--- config.mk ---
export PLATFORM = sky130hd
export DESIGN_NAME = nrzi_ddr_rx_deframer
export DESIGN_NICKNAME = d
export VERILOG_FILES = /design/src/rtl/nrzi_ddr_rx_deframer.sv
export SDC_FILE = /design/constraint.sdc
export NUM_CORES = 1
export LEC_CHECK = 0
export CORE_AREA = 2 2 57 59
export DETAILED_ROUTE_END_ITERATION = 10
export DIE_AREA = 0 0 59 61
export PLACE_DENSITY_LB_ADDON = 0.2
export RECOVER_POWER = 50
export SLEW_MARGIN = 20
export SYNTH_ARGS = -nofsm -noshare
export SYNTH_HDL_FRONTEND = slang
export SYNTH_SLANG_ARGS = --single-unit
--- constraint.sdc ---
create_clock -name clkp -period 2.7 [get_ports clkp]
set_input_delay 0.27 -clock clkp [delete_from_list [all_inputs] [get_ports clkp]]
set_output_delay 0.27 -clock clkp [all_outputs]
set_load 0.005 [all_outputs]
--- src/rtl/nrzi_ddr_rx_deframer.sv ---
// nrzi_ddr_rx_deframer: decodes two NRZI bit periods per clkp cycle and deframes
// start/data/continuation words, MSB first, with a registered one-cycle word pulse.
module nrzi_ddr_rx_deframer #(
  parameter int DATA_W = 8
) (
  input  logic              clkp,
  input  logic              _rst,
  input  logic [1:0]        samp,
  input  logic              en,
  output logic [DATA_W-1:0] out_data,
  output logic              out_valid,
  output logic              out_last,
  output logic              busy
);
  localparam int CW = $clog2(DATA_W + 1);
  typedef enum logic [1:0] {IDLE, DATA, CONT} state_t;
  typedef struct packed {
    state_t            st;
    logic [DATA_W-1:0] sh;
    logic [CW-1:0]     cnt;
    logic              emit;
    logic              last;
    logic [DATA_W-1:0] word;
  } fsm_t;
  state_t            st_q, st_d;
  logic [1:0]        s_q, bits;
  logic              prev_q, emit_d;
  logic [DATA_W-1:0] sh_q, out_data_q;
  logic [CW-1:0]     cnt_q;
  logic              out_valid_q, out_last_q, busy_q;
  fsm_t              f0, f1, f2;
  // One consumed bit; applied twice per cycle so both half-cycle bits advance the FSM.
  function automatic fsm_t step(input fsm_t f, input logic b);
    step = f;
    if (f.st == IDLE) begin
      if (b) begin
        step.st  = DATA;
        step.cnt = '0;
      end
    end else if (f.st == DATA) begin
      step.sh  = {f.sh[DATA_W-2:0], b};
      step.cnt = f.cnt + 1'b1;
      if (step.cnt == CW'(DATA_W)) step.st = CONT;
    end else begin
      step.emit = 1'b1;
      step.word = f.sh;
      step.last = ~b;
      step.st   = b ? DATA : IDLE;
      step.cnt  = '0;
    end
  endfunction
  assign bits = {s_q[1] ^ prev_q, s_q[0] ^ s_q[1]};
  always_comb begin
    f0     = '{st: st_q, sh: sh_q, cnt: cnt_q, emit: 1'b0, last: 1'b0, word: sh_q};
    f1     = step(f0, bits[1]);
    f2     = step(f1, bits[0]);
    st_d   = en ? f2.st : IDLE;
    emit_d = en & f2.emit;
  end
  always_ff @(posedge clkp or negedge _rst) begin
    if (!_rst) begin
      s_q         <= '0;
      prev_q      <= 1'b0;
      st_q        <= IDLE;
      sh_q        <= '0;
      cnt_q       <= '0;
      out_data_q  <= '0;
      out_valid_q <= 1'b0;
      out_last_q  <= 1'b0;
      busy_q      <= 1'b0;
    end else begin
      s_q         <= samp;
      prev_q      <= s_q[0];
      st_q        <= st_d;
      sh_q        <= f2.sh;
      cnt_q       <= f2.cnt;
      out_valid_q <= emit_d;
      out_data_q  <= emit_d ? f2.word : out_data_q;
      out_last_q  <= emit_d ? f2.last : out_last_q;
      busy_q      <= st_d != IDLE;
    end
  end
  assign out_data  = out_data_q;
  assign out_valid = out_valid_q;
  assign out_last  = out_last_q;
  assign busy      = busy_q;
endmodule

After elaboration in Yosys (flattened, before gate mapping):

Index checks and enable logic that the tools add are counted.

* output and inout bits: 11
* bits in latches: 0
* bits in read-only memories: 0
* input port bits: 5
* register bits: 28
* memories kept: 0
* RAM bits: 0
* logic and storage cells: 48

* divide/modulo/power cells: 0
* shift-type cells: 0
* multipliers: 0
* order comparisons: 0
* bitwise operators: 5
* multiplexer cells: 25
* reductions and logical operators: 3
* equal/unequal tests: 4
* add/sub/neg operators: 2

Operators with widths (number)
* 10-bit two-way mux: 4
* 8-bit two-way mux: 4
* 4-bit two-way mux: 6
* 2-bit two-way mux: 9
* 4-bit by 1-bit adder with 4-bit output (second input constant): 2
* 4-bit equality test (second input constant): 2
* 2-bit by 1-bit equality test with 1-bit output (second input constant): 2
* 2-bit zero test: 2
* 1-bit two-way mux: 2
* 1-bit inverter: 2
* 2-bit nonzero test: 1
* 1-bit XOR: 2
* 1-bit bitwise AND: 1

Depth between registers and ports, before layout:

Gate-level depths: netlist of run 1.

* depth after elaboration: 10
* depth in mapped cells: 7
* depth with buffers taken out: 7

Worst setup path after synthesis of run 1:

OpenSTA, ideal clock, no wires.

* path kind: register to register
* start point: register s_q[1]
* end point: register st_q[0]
* required time: 2581 ps
* stages on the path, launching flop included: 6
* clock period less this slack: 1641 ps
* data arrival time: 1522 ps
* path slack: 1059 ps
* buffers on the path: 0
* setup time: 119 ps
* cell sequence: dfrtp_1 xor2_1 or4b_1 o21ai_2 nand3_1 o21a_1

* word-level cells in the longest chain between the ends: 9
* elaborated cells on any way between the ends: 18
* classes of those cells: add/sub: 1; eq/ne: 2; mux: 12; bitwise: 2; reduce/logical: 1

RTL lines
* from (decl): RTL line 26 `logic [1:0] s_q, bits;`
* from (signal assigned): RTL line 72 `s_q <= samp;`
* 1-bit XOR: RTL line 52 `assign bits = {s_q[1] ^ prev_q, s_q[0] ^ s_q[1]};`
* 4-bit two-way mux: RTL line 36 `if (b) begin`
* 4-bit two-way mux: RTL line 35 `if (f.st == IDLE) begin`
* 4-bit by 1-bit adder with 4-bit output: RTL line 42 `step.cnt = f.cnt + 1'b1;`
* 4-bit equality test: RTL line 43 `if (step.cnt == CW'(DATA_W)) step.st = CONT;`
* 2-bit two-way mux: RTL line 43
* 2-bit two-way mux: RTL line 40 `end else if (f.st == DATA) begin`
* 2-bit two-way mux (*): RTL line 35
* 2-bit two-way mux (*): RTL line 57 `st_d = en ? f2.st : IDLE;`
* named net st_d[0]: RTL line 25 `state_t st_q, st_d;`
* to (signal assigned): RTL line 74 `st_q <= st_d;`
* to (decl): RTL line 25

Mark *: on every way through the listed nets, which the timed path passes. The rest lies on a longest branch.
A chain may end at the register's enable or synchronous reset.

==> metrics.txt, run 1 <==
number of clock sinks seen by CTS=28; cell count of the worst reg-to-reg path=5; first-pass GRT wire length=4570 µm; cell count after placement=180; overall die area=3600 µm²; count of cell types in the netlist=33; leakage component of the power=0.000743 µW; total internal power=around 770 µW; fin area=around 1600 µm²; Remaining DRCs=0; combined area of the multi-input logic cells=622 µm²; fraction of the yosys area taken by sequential cells=52.1%; type of the worst setup path=reg2reg; Net Switching=between 300 and 400 µW; horizontal extent of the die=59 µm; average wire per standard cell=14.1 µm; sequential power share=52.9%; sum of routed wire length over all layers=2580 µm; count of routing violations after the opening detailed-route iteration=35; count of maximum capacitance violations=0; Post-synth EDFFs=0; number of cell rows=20; Clock Latency Late Sink=330 ps; number of max-slew violations in the final report=0; total length of routed met3 wires=92 µm; detailed-placement wirelength estimate=1890 µm; CP arrival=~2300 ps; worst reg2reg path startpoint=cnt_q[0]; hold violation total from the final report=0; flip-flop and latch count after synthesis=28; most common cell after layout, fill and taps aside=sky130_fd_sc_hd__dfrtp_1; global placer's final weighted congestion=0.772; share of final-layout standard cells stronger than drive strength 1=under 10%; critical path launch point=cnt_q[0]; combined area of all synthesized cells=1340 µm²; switching share of power=33.2%; # fillers=282; DR WL met2=approximately 1200 µm; startpoint type of the worst setup path=flop; detailed-routing wirelength on met1=1260 µm; most common flop cell mapped by yosys=sky130_fd_sc_hd__dfrtp_1; Tightest Pin Transition=about 1500 ps; GRT Resource Usage Total=16.8%; setup repair after global routing missed its margin=no; Root Buffer=sky130_fd_sc_hd__clkbuf_4; Storage cell area=701 µm²; Core Area=2950 µm²; critical register-to-register path endpoint=sh_q[3]; setup skew after layout=13.5 ps; final count of negative-setup-slack endpoints=0; number of buffers created by CTS=3; IO Pins=16; total number of vias=1,029; number of hold buffers added after cts=0; Syn Inst Count=~130; commonest cells after routing, fill and taps aside=sky130_fd_sc_hd__dfrtp_1 (28), sky130_fd_sc_hd__nor2_1 (19), sky130_fd_sc_hd__nand2_1 (12), sky130_fd_sc_hd__o21ai_0 (11), sky130_fd_sc_hd__clkdlybuf4s50_1 (10); Max Fanout on Critical Path=7; worst slew margin relative to its limit=0.856%; VDD IR-drop max=0.000290 V; clock slew at the register clock pins of the worst setup and hold paths=150 ps; largest net degree at the start of global routing=29; H-tree lvl count=1; Area Overhead vs Synth=16.6%; FFs w/ async S/R, synth=100%; uppermost metal layer occupied by signal nets=met4; antenna diode instance count=0; count of nets after finishing=approximately 160; fin crit period=2020 ps; final sum of negative setup slack=0 ps; run status=finished, final reports clean; data required time at the worst endpoint=2960 ps; P per Cell Area=around 740 nW/µm²; portion of total power attributed to combinational logic=32.3%; end point of the critical path=sh_q[3]; Final Cycle Share=around 75%; via count normalized by instance count=5.62; number of gates resized after cts=0; total number of yosys warnings=0; IO buf count=15; crit path capture type=flop; max frequency=0.495 GHz; synthesized area per cell=slightly above 10 µm²; clock tree from TritonCTS=built; first-pass detailed-route iteration total=4; slack of the worst reg-to-reg path=680 ps; non-filler cells, final=between 150 and 200; Net Count, Synth=138; antenna violation net count after detailed routing=0; buffers inserted during post-CTS setup optimization=0; clock buffer depth=2; die height=slightly above 60 µm; leftover overflow at the end of global routing=0; Worst Hold Class=reg2reg; effective utilization at floorplan=45.5%; area of placed instances=between 1500 and 2000 µm²; antenna violations before repair=0; number of global-route vias before repair=between 1k and 1.5k; Clk pwr share=14.8%
## worst max-delay path, stage by stage, from the launching register on
cell and delay (ps):
sky130_fd_sc_hd__dfrtp_1 470, sky130_fd_sc_hd__and3b_1 240, sky130_fd_sc_hd__o211ai_1 550, sky130_fd_sc_hd__a21boi_1 500, sky130_fd_sc_hd__nor2_1 80, sky130_fd_sc_hd__nor2_1 120
## area by class of cell
class / count / share of cell area, %
timing repair buffer: 18 / 10.8
multi-input combinational: 98 / 39.7
sequential: 28 / 44.7
clock buffer: 3 / 1.44
inverter: 3 / 0.719
tap: 33 / 2.64
## registers in the layout (all words and copies together) (netlist names)
signal     count
busy           1
cnt_q          4
out_data       8
out_last       1
out_valid      1
prev_q         1
s_q            2
sh_q           8
st_q           2
## cells in the mapped netlist, types with 2 or more instances
library cell | count | area, µm²
sky130_fd_sc_hd__xor2_1 | 5 | 43.8
sky130_fd_sc_hd__xnor2_1 | 2 | 17.5
sky130_fd_sc_hd__nand3_1 | 3 | 15.0
sky130_fd_sc_hd__and2_1 | 2 | 12.5
sky130_fd_sc_hd__inv_1 | 3 | 11.3
sky130_fd_sc_hd__mux2i_1 | 7 | 70.1
sky130_fd_sc_hd__dfrtp_1 | 28 | 701
sky130_fd_sc_hd__a22o_1 | 3 | 26.3
sky130_fd_sc_hd__nor2_1 | 19 | 71.3
sky130_fd_sc_hd__o21a_1 | 2 | 15.0
sky130_fd_sc_hd__nand2_1 | 12 | 45.0
sky130_fd_sc_hd__o21ai_2 | 2 | 17.5
sky130_fd_sc_hd__ha_1 | 2 | 25.0
sky130_fd_sc_hd__a21oi_1 | 3 | 15.0
sky130_fd_sc_hd__o21ai_0 | 11 | 55.1
sky130_fd_sc_hd__o22ai_1 | 7 | 43.8
sky130_fd_sc_hd__nor3_1 | 3 | 15.0
sky130_fd_sc_hd__buf_2 | 2 | 10.0
## routing by layer
layer  global-route usage [%]  up-vias
met1                     21.8      496
met4                     7.79        0
met2                     27.6       18
li1                         -      510
met5                        0        -
met3                     2.77        5
## worst min path at each step
| stage | cells past startpoint | to | slack, ps | startpoint |
|---|---|---|---|---|
| finish | 0 | prev_q | 460 | s_q[0] |
| global route | 0 | prev_q | 490 | s_q[0] |
| CTS | 2 | out_data[4] | 310 | _rst |
| detailed placement | 0 | prev_q | 430 | s_q[0] |
| global placement | 0 | prev_q | 420 | s_q[0] |
| floorplan | 0 | busy | -30 | _rst |
## cells by family (layout without fill, tap and decap cells)
family	count (synthesis)	after routing	synth area share [%]
XOR/XNOR	8	8	5.77
buffers and inverters	5	24	1.58
AND/OR/NAND/NOR	44	44	14.8
adder cells (fa/ha/maj)	2	2	1.86
flip-flops	28	28	52.1
multiplexers	8	8	6.05
AO/OA/AOI/OAI	36	36	17.8
## per-stage QoR
step / worst slack (ps) / power (µW) / hold slack (ps) / utilization [%]
after CTS: 664 / 1170 / 312 / 53.2
after floorplan: 1060 / 833 / -25.6 / -
after global routing: 453 / 1240 / 488 / 53.1
final: 679 / 1160 / 456 / 53.1
after detailed placement: 703 / 999 / 433 / 52.4
after global placement: 770 / 987 / 423 / 52.4
## power by group through the flow
stage	Clock [µW]	Combinational (µW)	Sequential, µW
after global placement	0	370	616
after floorplan	0	227	606
after CTS	177	380	612
final	171	374	612
after global routing	192	422	627
after detailed placement	0	377	621
Power figures use the tool's default switching activity.
==> run 2: changes to the inputs <==
- clock period: 2.7 -> 2 ns (I/O delays scaled with it)
==> run 2 against run 1 <==
Against the previous run: clock skew fell by 2.9 ps; combinational power rose by 35%; die area did not move; non-clock buffer count rose by 3; critical path depth rose by 1; via count rose by 2.3%; register-to-register slack got worse by 460 ps; flip-flop and latch count did not move; sequential power rose by 35%; largest cell class unchanged.
==> metrics.txt, run 2 (synthesis results as in run 1) <==
run status=finished, final reports clean; worst reg2reg path startpoint=cnt_q[0]; pre-CTS setup slack=219 ps (-484 ps); total internal power=1090 µW (+41%); data required time at the worst endpoint=2230 ps (-730 ps); startpoint type of the worst setup path=flop; number of hold buffers added after cts=0 (unchanged); clock buffer depth=2 (unchanged); antenna diode instance count=0 (unchanged); largest net degree at the start of global routing=29 (unchanged); average wire per standard cell=13.6 µm (-3.5%); Storage cell area=701 µm² (unchanged); detailed-placement wirelength estimate=1780 µm (-5.5%); setup skew after layout=10.7 ps (-2.89 ps); total number of vias=1,053 (+2.3%); Net Switching=520 µW (+36%); fin crit period=1780 ps (-242 ps); global placer's final weighted congestion=0.833 (+8.0%); commonest cells after routing, fill and taps aside=sky130_fd_sc_hd__dfrtp_1 (28), sky130_fd_sc_hd__nor2_1 (19), sky130_fd_sc_hd__nand2_1 (12), sky130_fd_sc_hd__o21ai_0 (11), sky130_fd_sc_hd__clkdlybuf4s50_1 (10); P per Cell Area=1000 nW/µm² (+36%); Root Buffer=sky130_fd_sc_hd__clkbuf_4; antenna violations before repair=0 (unchanged); switching share of power=32.3% (-0.85 points); H-tree lvl count=1 (unchanged); critical register-to-register path endpoint=sh_q[1]; final sum of negative setup slack=0 ps (unchanged); Final Cycle Share=89.0% (+14 points); overall die area=3600 µm² (unchanged); leftover overflow at the end of global routing=0 (unchanged); clock slew at the register clock pins of the worst setup and hold paths=150 ps (about the same); effective utilization at floorplan=45.5% (unchanged); slack of the worst reg-to-reg path=220 ps (-460 ps); first-pass GRT wire length=4490 µm (-1.8%); IO buf count=15 (unchanged); most common cell after layout, fill and taps aside=sky130_fd_sc_hd__dfrtp_1; number of buffers created by CTS=3 (unchanged); Hold Path Origin=samp[0]; sequential power share=51.4% (-1.5 points); IO Pins=16 (unchanged); fin area=1610 µm² (+2.6%); count of routing violations after the opening detailed-route iteration=44 (+26%); buffers inserted during post-CTS setup optimization=0 (unchanged); number of clock sinks seen by CTS=28 (unchanged); Clk pwr share=17.1% (+2.3 points); GRT Resource Usage Total=16.7% (-0.16 points); die height=61 µm (unchanged); Max Fanout on Critical Path=7 (unchanged); hold violation total from the final report=0 (unchanged); Clock Latency Late Sink=330 ps (about the same); depth of the worst hold-timing path=1 (+1); non-filler cells, final=187 (+2.2%); max frequency=0.562 GHz (+14%); antenna violation net count after detailed routing=0 (unchanged); WHS Endpoint=s_q[0]; CP arrival=2010 ps (-270 ps); sum of routed wire length over all layers=2540 µm (-1.4%); cell count of the worst reg-to-reg path=6 (+1); Worst Hold Class=in2reg; portion of total power attributed to combinational logic=31.5% (-0.8 points); worst slew margin relative to its limit=1.23% (+0.38 points); power after layout=1610 µW (+39%); share of final-layout standard cells stronger than drive strength 1=9.09% (+3.1 points); VDD IR-drop max=0.000407 V (+40%); Area Overhead vs Synth=19.6%; via count normalized by instance count=5.63 (+0.14%); count of nets after finishing=162 (+1.9%); crit path capture type=flop; Remaining DRCs=0 (unchanged); number of max-slew violations in the final report=0 (unchanged); area of placed instances=1570 µm² (+1.5%); leakage component of the power=0.000767 µW (+3.2%); clock tree from TritonCTS=built; Core Area=2950 µm² (unchanged); first-pass detailed-route iteration total=4 (unchanged); Tightest Pin Transition=1480 ps (-5.65 ps); setup repair after global routing missed its margin=no; combined area of the multi-input logic cells=626 µm² (+0.60%); type of the worst setup path=reg2reg; post-layout worst setup margin=221 ps (-458 ps); horizontal extent of the die=59 µm (unchanged); number of gates resized after cts=0 (unchanged); final count of negative-setup-slack endpoints=0 (unchanged); # fillers=262 (-7.1%); cell count after placement=183 (+1.7%); count of maximum capacitance violations=0 (unchanged); number of global-route vias before repair=1,037 (+2.8%); number of cell rows=20 (unchanged)
[run 2: cell types whose count changed in the layout (fill, tap and decap cells not counted), sizes merged]
cell / before / now
buf: 2 / 5
clkbuf: 4 / 5
[run 2: layout make-up]
| type | instances | area share (%) |
|---|---|---|
| clock buffer | 4 | 2.26 |
| inverter | 3 | 0.701 |
| multi-input combinational | 98 | 38.9 |
| sequential | 28 | 43.6 |
| tap | 33 | 2.57 |
| timing repair buffer | 21 | 11.9 |
[run 2: worst max path at each step]
stage / cells past startpoint / start / to
final: 6 / cnt_q[0] / sh_q[1]
after global routing: 5 / cnt_q[0] / st_q[0]
after CTS: 6 / cnt_q[0] / sh_q[4]
after detailed placement: 6 / cnt_q[0] / sh_q[4]
after global placement: 6 / cnt_q[0] / sh_q[7]
after floorplan: 5 / s_q[1] / st_q[0]
[run 2: metrics by stage]
step                utilization [%]  hold WS, ps
floorplan                         -        -95.6
global placement               53.2          430
detailed placement             53.2          435
CTS                            54.4          227
global route                   54.4          404
finish                         54.4          415
[run 2: power groups by stage]
stage / Combinational [µW] / Clock (µW) / Sequential, µW
after global placement: 499 / 0 / 835
after floorplan: 307 / 0 / 818
after detailed placement: 509 / 0 / 841
after CTS: 514 / 287 / 829
final: 506 / 276 / 827
after global routing: 577 / 308 / 849
[run 2: layer usage]
metal  global-route usage [%]  share of wire [%]  wire, µm  vias to the layer above
li1                         -                  -         -                      516
met1                     21.4                 44      1120                      508
met2                     27.5                 50      1280                       24
met3                     2.13                3.4        87                        5
met4                     9.09                2.1        53                        0
met5                        0                  0         0                        -
[run 2: worst max-delay path: stages (launching register included)]
cell	delay (ps)
sky130_fd_sc_hd__dfrtp_1	490
sky130_fd_sc_hd__ha_1	260
sky130_fd_sc_hd__and2_1	160
sky130_fd_sc_hd__o211ai_1	190
sky130_fd_sc_hd__buf_4	230
sky130_fd_sc_hd__nand2_1	60
sky130_fd_sc_hd__a221o_1	280
